## config.mk

```make
export PLATFORM = sky130hd
export DESIGN_NAME = servant_uart_mon
export DESIGN_NICKNAME = d
export VERILOG_FILES = /design/src/rtl/servant_uart_mon.sv
export SDC_FILE = /design/constraint.sdc
export NUM_CORES = 1
export LEC_CHECK = 0
export ABC_AREA = 1
export CORE_MARGIN = 5
export CORE_UTILIZATION = 37
export CTS_CLUSTER_DIAMETER = 120
export DETAILED_ROUTE_END_ITERATION = 8
export PLACE_DENSITY_LB_ADDON = 0.25
export SYNTH_ARGS = -nofsm -noshare
export SYNTH_HDL_FRONTEND = slang
export SYNTH_SLANG_ARGS = --single-unit
```

## constraint.sdc

```tcl
create_clock -name wb_clk -period 7.55 [get_ports wb_clk]
set_clock_uncertainty 0.15 [all_clocks]
set_input_delay 1.51 -clock wb_clk [delete_from_list [all_inputs] [get_ports wb_clk]]
set_output_delay 1.51 -clock wb_clk [all_outputs]
set_load 0.005 [all_outputs]
```

## src/rtl/servant_uart_mon.sv

```systemverilog
// servant_uart_mon: UART 8N1 receiver on the servant GPIO line, buffering decoded
// bytes in a small FIFO behind a valid/ready port with framing and overflow flags.
module servant_uart_mon #(
    parameter int CLKS_PER_BIT = 278,
    parameter int DEPTH        = 16
) (
    input  logic                     wb_clk,
    input  logic                     wb_rst_n,
    input  logic                     i_rx,
    output logic [7:0]               o_data,
    output logic                     o_valid,
    input  logic                     i_ready,
    output logic                     o_frame_err,
    output logic                     o_overflow,
    input  logic                     i_clr_ovf,
    output logic [$clog2(DEPTH):0]   o_level
);
    localparam int CW = $clog2(CLKS_PER_BIT);
    localparam int AW = $clog2(DEPTH);

    typedef enum logic [2:0] {IDLE, START, DATA, STOP, BREAK} state_t;

    state_t        state;
    logic [1:0]    rst_sync;
    logic          rst_n;
    logic [1:0]    rx_q;
    logic          rx_s;
    logic [CW-1:0] cnt;
    logic [2:0]    idx;
    logic [7:0]    shift;
    logic          push, pop, full, wr_en;
    logic [AW:0]   wr_ptr, rd_ptr;
    logic [7:0]    mem [DEPTH];

    // Reset asserts immediately but releases on a clock edge.
    always_ff @(posedge wb_clk or negedge wb_rst_n)
        if (!wb_rst_n) rst_sync <= 2'b00;
        else           rst_sync <= {rst_sync[0], 1'b1};

    assign rst_n = rst_sync[1];
    assign rx_s  = rx_q[1];

    assign o_level = wr_ptr - rd_ptr;
    assign full    = o_level == (AW+1)'(DEPTH);
    assign o_valid = o_level != '0;
    assign pop     = o_valid & i_ready;
    assign push    = state == STOP && cnt == '0 && rx_s;
    assign wr_en   = push && (!full || pop);
    assign o_data  = o_valid ? mem[rd_ptr[AW-1:0]] : 8'h00;

    always_ff @(posedge wb_clk or negedge rst_n)
        if (!rst_n) begin
            rx_q        <= 2'b11;
            state       <= IDLE;
            cnt         <= '0;
            idx         <= '0;
            shift       <= '0;
            o_frame_err <= 1'b0;
        end else begin
            rx_q        <= {rx_q[0], i_rx};
            o_frame_err <= 1'b0;
            case (state)
                IDLE:
                    if (!rx_s) begin
                        cnt   <= CW'(CLKS_PER_BIT / 2 - 1);
                        state <= START;
                    end
                START:
                    if (cnt != '0) cnt <= cnt - 1'b1;
                    else if (rx_s) state <= IDLE;
                    else begin
                        cnt   <= CW'(CLKS_PER_BIT - 1);
                        idx   <= '0;
                        state <= DATA;
                    end
                DATA:
                    if (cnt != '0) cnt <= cnt - 1'b1;
                    else begin
                        shift <= {rx_s, shift[7:1]};
                        cnt   <= CW'(CLKS_PER_BIT - 1);
                        idx   <= idx + 1'b1;
                        if (idx == 3'd7) state <= STOP;
                    end
                STOP:
                    if (cnt != '0) cnt <= cnt - 1'b1;
                    else if (rx_s) state <= IDLE;
                    else begin
                        o_frame_err <= 1'b1;
                        state       <= BREAK;
                    end
                BREAK:
                    if (rx_s) state <= IDLE;
                default: state <= IDLE;
            endcase
        end

    always_ff @(posedge wb_clk)
        if (wr_en) mem[wr_ptr[AW-1:0]] <= shift;

    // A push into a full FIFO is still accepted when a pop frees the slot that cycle.
    always_ff @(posedge wb_clk or negedge rst_n)
        if (!rst_n) begin
            wr_ptr     <= '0;
            rd_ptr     <= '0;
            o_overflow <= 1'b0;
        end else begin
            if (wr_en) wr_ptr <= wr_ptr + 1'b1;
            if (pop)   rd_ptr <= rd_ptr + 1'b1;
            if (push && full && !pop) o_overflow <= 1'b1;
            else if (i_clr_ovf)       o_overflow <= 1'b0;
        end
endmodule

```

==> flow_metrics.tcl <==
set metrics [dict create \
    layout_setup_ws_ns 2.59 \
    rsz0062_at_grt "no" \
    clk_latency_ns 0.43 \
    grt_antenna_before_repair 0 \
    vias 4968 \
    synth_top_area_share_pct 51.6 \
    ctsHoldBuffers 0 \
    hold_path.class "reg2reg" \
    ff2ff_setup_slack_ns 3.70 \
    period_minus_slack_ns 4.96 \
    cts_root_buf "clkbuf_16" \
    path_max_fanout 14 \
    yosys_register_bits 167 \
    max_cap_viol_count 0 \
    ys_warn_count 0 \
    via_per_inst 4.82 \
    grt_pass1_vias 4859 \
    ys_seq_area_share_pct 64.7 \
    slew_headroom_pct 37.2 \
    crit_buf_inv 3 \
    ir_drop_v 0.000184 \
    wirelength_um 17000 \
    antenna_left 0 \
    dieArea_sq_um 23100 \
    outcome "completed" \
    drive_above_1_share_pct 7.50 \
    post_synth.cell_area_avg_sq_um 10.2 \
    area_delta_synth_final_pct 13.8 \
    postSynthCellCount 732 \
    synth_area_sq_um 7450 \
    synth.top_cells.by_area "edfxtp_1 52%, dfrtp_1 12%, nand2_1 12%" \
    tns_ns 0 \
    drt_iter0_drc 305 \
    hold_viol_final 0 \
    place.gp.congestion 0.787 \
    path_common_cell "nand2_1" \
    placed_cell_area_sq_um 7900 \
    tightest_slew_ns 0.938 \
    numCtsBuffers 17 \
    die_w_um 152 \
    ctsResizeCount 0 \
    post_cts_buffers 0 \
    grt_max_degree 46 \
    routedWlPerCell_um 16.6 \
    p_per_area_nw_per_um2 332 \
    cts_max_path_buffers 2 \
    fin_nets 767 \
    max_stage_delay_ns 0.64 \
    path_cells "clkinv_1, ha_1, a21oi_1, nand2_1, nand2_1, nand2_1, nor2_2, nand2_2, inv_2, nor2_1, clkdlybuf4s50_1" \
    timing.hold.ws_ns 0.204 \
    clkSinkCount 167 \
    critPathRequiredTime_ns 5.89 \
    port_buffers 20 \
    max_freq_mhz 201 \
    die_y_um 152 \
    synth-main-ff-cell "edfxtp_1" \
    slew_violations 0 \
    synth_edf_count 128 \
    cp-start-kind "register" \
    crit_family "buffers and inverters" \
    final_cell_mix "243 x nand2_1, 135 x nand3_1, 128 x edfxtp_1, 53 x nor2_1, 35 x dfrtp_1" \
    preCtsSetupSlack_ns 3.03 \
    core_sq_um 20000 \
    grt_overflow 0 \
    cts_tree "done" \
    ys_types 35 \
    p_leak_uw 0.00345 \
    track_usage_pct 15.3 \
    diodes 0 \
    synth_nets 751 \
    clk_pin_slew_ns 0.07 \
    htree_levels 4 \
    synth_largest_area_cell "edfxtp_1" \
    ioPinCount 21 \
    final_common_cell "nand2_1" \
    finalInstanceArea_sq_um 8480 \
    crit_type "reg2out" \
    total_power_uw 2810 \
    setup_viol 0 \
    drcViolationCount 0 \
    drt_first_pass_iters 5 \
    grt_pass1_wl_um 27600 \
    num_rows 52 \
    initial_core_util_pct 37.2 \
    crit_path_top_delay_cell "dfrtp_1" \
    cp-end-kind "output pin" \
    synthArstFlopShare_pct 23.4 \
    arrival_ns 3.30 \
    finalCritPeriodShare_pct 65.8 \
    dp_hpwl_um 10800 \
]
cells by family (layout without fill, tap and decap cells):
kind of cell | Yosys count | in the layout | share of synthesized area (%)
AOI/OAI and AO/OA | 23 | 23 | 1.75
xor gates and xnor gates | 10 | 10 | 1.17
adders and majority gates | 14 | 14 | 2.45
buffers and inverters | 67 | 95 | 3.73
DFF | 167 | 167 | 64.7
muxes | 1 | 1 | 0.151
other | 1 | 1 | 0.0503
and+or+nand+nor | 449 | 449 | 26.0
final cells by class:
cell class              count  area [sq um]
clock buffers              18           429
clock inverters            13           156
fillers                  1977         11600
inverters                  40           150
multi-input cells         498          2350
flip-flops and latches    167          4820
well taps                 270           338
repair buffers             24           230
power by group:
group	leakage, uW	switching, uW	internal, uW	total [uW]
combinational	0.00149	511	327	838
clock	0.000284	359	517	876
sequential	0.00168	72.3	1030	1100
total	0.00345	942	1870	2810
path summary, 6_finish.rpt:
path,from,to,depth (start not counted)
setup / recovery,rd_ptr[2]$_DFFE_PN0P_,o_data[0],11
hold / removal,rst_sync[0]$_DFF_PN0_,rst_sync[1]$_DFF_PN0_,0
setup reg to reg,rd_ptr[2]$_DFFE_PN0P_,mem[10][3]$_DFFE_PP_,10
hold reg to reg,rst_sync[0]$_DFF_PN0_,rst_sync[1]$_DFF_PN0_,0
max in group asynchronous,wb_rst_n,rst_sync[1]$_DFF_PN0_,1
min in group asynchronous,rst_sync[1]$_DFF_PN0_,cnt[1]$_DFFE_PN0P_,0
flip-flops by register name (all words and copies together) (netlist names):
name         flops
cnt              9
shift            8
state            3
rst_sync         2
wr_ptr           5
rx_q             2
rd_ptr           5
o_frame_err      1
idx              3
o_overflow       1
mem            128
per-layer routing:
metal	GRT usage [%]	vias up	routed length, um
met1	21.3	2326	7780
met3	3.04	20	857
met5	0	-	0
li1	-	2491	-
met4	4.75	0	261
met2	24.6	131	8150
stage by stage:
stage / util (%) / instances
after floorplan: - / 732
after global placement: 39.4 / 999
after detailed placement: 39.4 / 999
after CTS: 42.3 / 1030
after global routing: 42.3 / 1030
final: 42.3 / 1030
cells in the mapped netlist (4+ instances only):
master and instances:
a21oi_1 7, xor2_1 8, o21ai_1 8, inv_2 4, nor2_1 53, clkbuf_1 9, dfrtp_1 37, nand2_2 4
buf_2 15, ha_1 13, inv_1 34, edfxtp_1 128, nand3_1 135, nand2_1 243
(Power assumes the default switching activity.)
